===== config.mk =====
export PLATFORM = sky130hd
export DESIGN_NAME = sge_threshold_monitor
export DESIGN_NICKNAME = d
export VERILOG_FILES = /design/src/rtl/sge_threshold_monitor.sv
export SDC_FILE = /design/constraint.sdc
export NUM_CORES = 1
export LEC_CHECK = 0
export CORE_MARGIN = 2
export CORE_UTILIZATION = 50
export DETAILED_ROUTE_END_ITERATION = 16
export PLACE_DENSITY = 0.93
export SLEW_MARGIN = 40
export SYNTH_ARGS = -nofsm -noshare
export SYNTH_HDL_FRONTEND = slang
export SYNTH_SLANG_ARGS = --single-unit

===== constraint.sdc =====
create_clock -name CLK -period 5 [get_ports CLK]
set_input_delay 0.5 -clock CLK [delete_from_list [all_inputs] [get_ports CLK]]
set_output_delay 0.5 -clock CLK [all_outputs]
set_load 0.005 [all_outputs]

===== src/rtl/sge_threshold_monitor.sv =====
// Debounces a signed I >= THRESH compare over valid beats into ALARM.
// Also produces registered RISE/FALL pulses and a saturating count of rising events.
module sge_threshold_monitor #(
    parameter int WIDTH     = 4,
    parameter int DEBOUNCE  = 3,
    parameter int CNT_WIDTH = 8
) (
    input  logic                 CLK,
    input  logic                 RESET,
    input  logic [WIDTH-1:0]     I,
    input  logic [WIDTH-1:0]     THRESH,
    input  logic                 I_VALID,
    output logic                 GE,
    output logic                 ALARM,
    output logic                 RISE,
    output logic                 FALL,
    output logic [CNT_WIDTH-1:0] COUNT
);
    localparam int RUN_W = $clog2(DEBOUNCE + 1);
    localparam logic [RUN_W-1:0] RUN_LAST = RUN_W'(DEBOUNCE);

    typedef enum logic [1:0] {LOW, ARMING, HIGH, DISARM} state_t;

    state_t           state;
    logic [RUN_W-1:0] run;
    logic [WIDTH-1:0] diff;
    logic             ovf;
    logic             ge;
    logic [RUN_W-1:0] run_inc;
    logic             run_done;

    // Overflow-corrected sign of the difference gives an exact full-range compare.
    assign diff     = I - THRESH;
    assign ovf      = (I[WIDTH-1] != THRESH[WIDTH-1]) && (diff[WIDTH-1] != I[WIDTH-1]);
    assign ge       = ~(diff[WIDTH-1] ^ ovf);
    assign run_inc  = run + RUN_W'(1);
    assign run_done = (run_inc == RUN_LAST);

    always_ff @(posedge CLK) begin
        if (RESET) begin
            state <= LOW;
            run   <= '0;
            GE    <= 1'b0;
            ALARM <= 1'b0;
            RISE  <= 1'b0;
            FALL  <= 1'b0;
            COUNT <= '0;
        end else begin
            RISE <= 1'b0;
            FALL <= 1'b0;
            if (I_VALID) begin
                GE <= ge;
                case (state)
                    LOW: begin
                        if (ge) begin
                            run <= RUN_W'(1);
                            if (DEBOUNCE == 1) begin
                                state <= HIGH;
                                ALARM <= 1'b1;
                                RISE  <= 1'b1;
                                if (COUNT != '1) COUNT <= COUNT + CNT_WIDTH'(1);
                            end else begin
                                state <= ARMING;
                            end
                        end else begin
                            run <= '0;
                        end
                    end
                    ARMING: begin
                        if (!ge) begin
                            state <= LOW;
                            run   <= '0;
                        end else if (run_done) begin
                            state <= HIGH;
                            run   <= '0;
                            ALARM <= 1'b1;
                            RISE  <= 1'b1;
                            if (COUNT != '1) COUNT <= COUNT + CNT_WIDTH'(1);
                        end else begin
                            run <= run_inc;
                        end
                    end
                    HIGH: begin
                        if (!ge) begin
                            run <= RUN_W'(1);
                            if (DEBOUNCE == 1) begin
                                state <= LOW;
                                ALARM <= 1'b0;
                                FALL  <= 1'b1;
                            end else begin
                                state <= DISARM;
                            end
                        end
                    end
                    DISARM: begin
                        if (ge) begin
                            state <= HIGH;
                            run   <= '0;
                        end else if (run_done) begin
                            state <= LOW;
                            run   <= '0;
                            ALARM <= 1'b0;
                            FALL  <= 1'b1;
                        end else begin
                            run <= run_inc;
                        end
                    end
                    default: begin
                        state <= LOW;
                        run   <= '0;
                    end
                endcase
            end
        end
    end
endmodule


==> results.tsv <==
metric	value	unit
status	finished clean	
worst r2r dst	COUNT[4]	
Compound-Gate Fraction of Synth Area	18.2	%
ant diodes	0	
Worst R2R Start	COUNT[0]	
final setup vio count	0	
Core Area	1690	um^2
Vias per Instance	5.89	
Crit path largest cell delay	0.45	ns
PortBufs	22	
net switching fraction of the power	22.4	%
WL per Instance	13.8	um
Detailed Place HPWL	1.34	mm
slowest stage cell, crit path	clkdlybuf4s50_1	
Post-synth top flop	dfxtp_1	
Final nets	135	
initial core utilization	51.7	%
number of synthesized register bits	16	
vias	801	
share of the yosys chip area belonging to registers	36.7	%
fmax	360	MHz
syn nets	113	
Post-CTS Resized	0	
first-pass GRT wire length	3.02	mm
Clock transition at path regs	0.09	ns
Post-CTS Setup Repair Bufs	0	
Flop pwr share	53.8	%
Final Skew	0.00230	ns
Final min period	2.78	ns
Cell Area, Synth	873	um^2
DRC violation count after routing	0	
CP arrival	2.96	ns
XOR/XNOR Fraction of Synth Area	2.01	%
die height	45.8	um
Die W	45.8	um
Synth Area in Adders	6.59	%
Routed Antenna Nets	0	
number of max-slew violations in the final report	0	
Top-Level Pins	23	
critical path's top delay family	adder cells	
CTS tree	done	
Gate power share	11.8	%
VDD IR max	0.155	mV
hold_sp	ALARM	
Global Route Usage Sum	20.3	%
WHS Endpoint	ALARM	
share of layout cells above drive strength 1	7.56	%
Clock power frac	34.4	%
Rows	15	
number of DRC markers in iteration 0	17	
cells after synthesis	98	
RSZ-0062 raised after global routing	no	
Yosys top cell area share	36.7	%
largest family of logic cells by synthesized area	simple AND/OR/NAND/NOR gates	
Post-Syn Area per Cell	8.91	um^2
cts hold-fix bufs	0	
WS Path Type	in2reg	
final period utilization	55.5	%
Slew headroom	61.1	%
cell taking the most area after synthesis	dfxtp_1	
Hold Crit Class	reg2reg	
net switching power	54.7	uW
count leader, synth	dfxtp_1	
vias in the first global route	724	
critical path buffer and inverter count	2	
Cell Int Power	190	uW
Synth top cells by count	16 x dfxtp_1, 9 x nor2_1, 7 x a21oi_1, 6 x nand3_1	
Critical Path Source Type	primary input	
worst-case clock buffer depth	2	
Worst setup EP type	register	
CTS H-tree depth	1	
Root Driver	clkbuf_4	
Fin. Hold Viols	0	
pin slew with the least headroom to its limit	0.581	ns
1st-pass router iterations	4	
Cell variety after synth	39	
TritonCTS Buffers	3	
max-cap viol count	0	
worst path required time	5.18	ns
placed cell areas	1080	um^2
Routed WL	1.87	mm
hold depth	2	
Post-synth EDFFs	0	
final instance area	1120	um^2
final core utilization	66.1	%
initial antenna violation count	0	
final hold slack	0.482	ns
Crit path depth	10	
die area	2100	um^2
Synth area leaders	dfxtp_1 37%, ha_1 4.3%, a21oi_1 4.0%	
Worst Setup SP	THRESH[1]	
Critical Path, Cell by Cell	clkdlybuf4s50_1, inv_1, ha_1, a21o_1, a21o_1, fa_1, nand3b_4, or2_4, a41oi_1, mux2_2	
clock latency at the later pin of the worst-skew pair	0.28	ns
simple-gate share of the synthesized area	26.9	%
GP Congestion	0.795	
synth-to-layout area growth	27.9	%
Setup TNS	0	ns
yosys warns	0	
P_leak	0.000425	uW
Cell Pwr Density	219	nW/um^2
multiplexer area fraction after synthesis	3.58	%
R2R Setup Slk	3.25	ns
total gr overflow	0	
reg2reg path depth	5	
most frequent CP cell	a21o_1	
critical-path maximum fanout	10	
CTS Sinks	16	
ys async rst share	0	%
largest net degree at the start of global routing	19	
## registers in the layout, summed over array words and instances (netlist names), named ones only
register / flops
COUNT: 8
run: 2
ALARM: 1
FALL: 1
GE: 1
RISE: 1
state: 1
## layer usage
metal  GRT usage (%)  part of all wire [%]
met1            21.9                    41
met2            35.5                    49
met3            6.35                   9.4
met4            10.3                  0.80
met5               0                     0
## power by group through the flow
stage	combinational (uW)	sequential, uW	clock [uW]
after global placement	27.7	134	0
after CTS	29.0	131	86.3
after floorplan	18.3	134	0
final	29.0	131	84.1
after global routing	31.6	132	92.6
after detailed placement	29.0	134	0
## layout by cell type (no fill, tap or decap), types with 2 or more instances in the layout
master / synthesis / layout
nor3_1: 3 / 3
nand4b_1: 3 / 3
mux2i_1: 2 / 2
clkbuf_4: 0 / 3
nor2_1: 9 / 9
inv_1: 5 / 5
a31oi_1: 3 / 3
clkdlybuf4s50_1: 0 / 22
ha_1: 3 / 3
dfxtp_1: 16 / 16
a21o_1: 2 / 2
xnor2_1: 2 / 2
a21oi_1: 7 / 7
o21ai_0: 3 / 3
nand3_1: 6 / 6
nand2_1: 5 / 5
nand2b_1: 3 / 3
## worst register-to-register path: cells and delay by family (launching register included)
kind,cells,cell delay [ns]
flops,1,0.41
xor+xnor,1,0.18
fa+ha+maj,1,0.34
compound gates,1,0.52
simple gates,2,0.17
## how the worst max path moves through the flow
stage,endpoint,slack [ns]
CTS,COUNT[0],2.24
global placement,COUNT[0],2.01
detailed placement,COUNT[0],1.93
finish,COUNT[0],2.22
global route,COUNT[0],2.12
floorplan,run[0],2.64
## area by class of cell
cell class / instances / area (um^2)
timing repair buffer: 22 / 220
fill: 140 / 572
sequential: 16 / 320
tap: 17 / 21.3
clock buffer: 4 / 36.3
inverter: 5 / 18.8
multi-input combinational: 72 / 500
## cells by family after synthesis
logic type | count (synthesis)
buffers and inverters | 10
DFF | 16
muxes | 3
adders and majority gates | 4
and+or+nand+nor | 39
AOI/OAI and AO/OA | 24
xor gates and xnor gates | 2
## through the flow
| step | worst slack [ns] | total power [uW] | cells |
|---|---|---|---|
| 2_1_floorplan | 2.64 | 152 | 98 |
| 3_3_place_gp | 2.01 | 162 | 132 |
| 3_5_place_dp | 1.93 | 163 | 132 |
| 4_1_cts | 2.24 | 247 | 136 |
| 5_1_grt | 2.12 | 256 | 136 |
| 6_report | 2.22 | 245 | 136 |
Power figures use the tool's default switching activity.
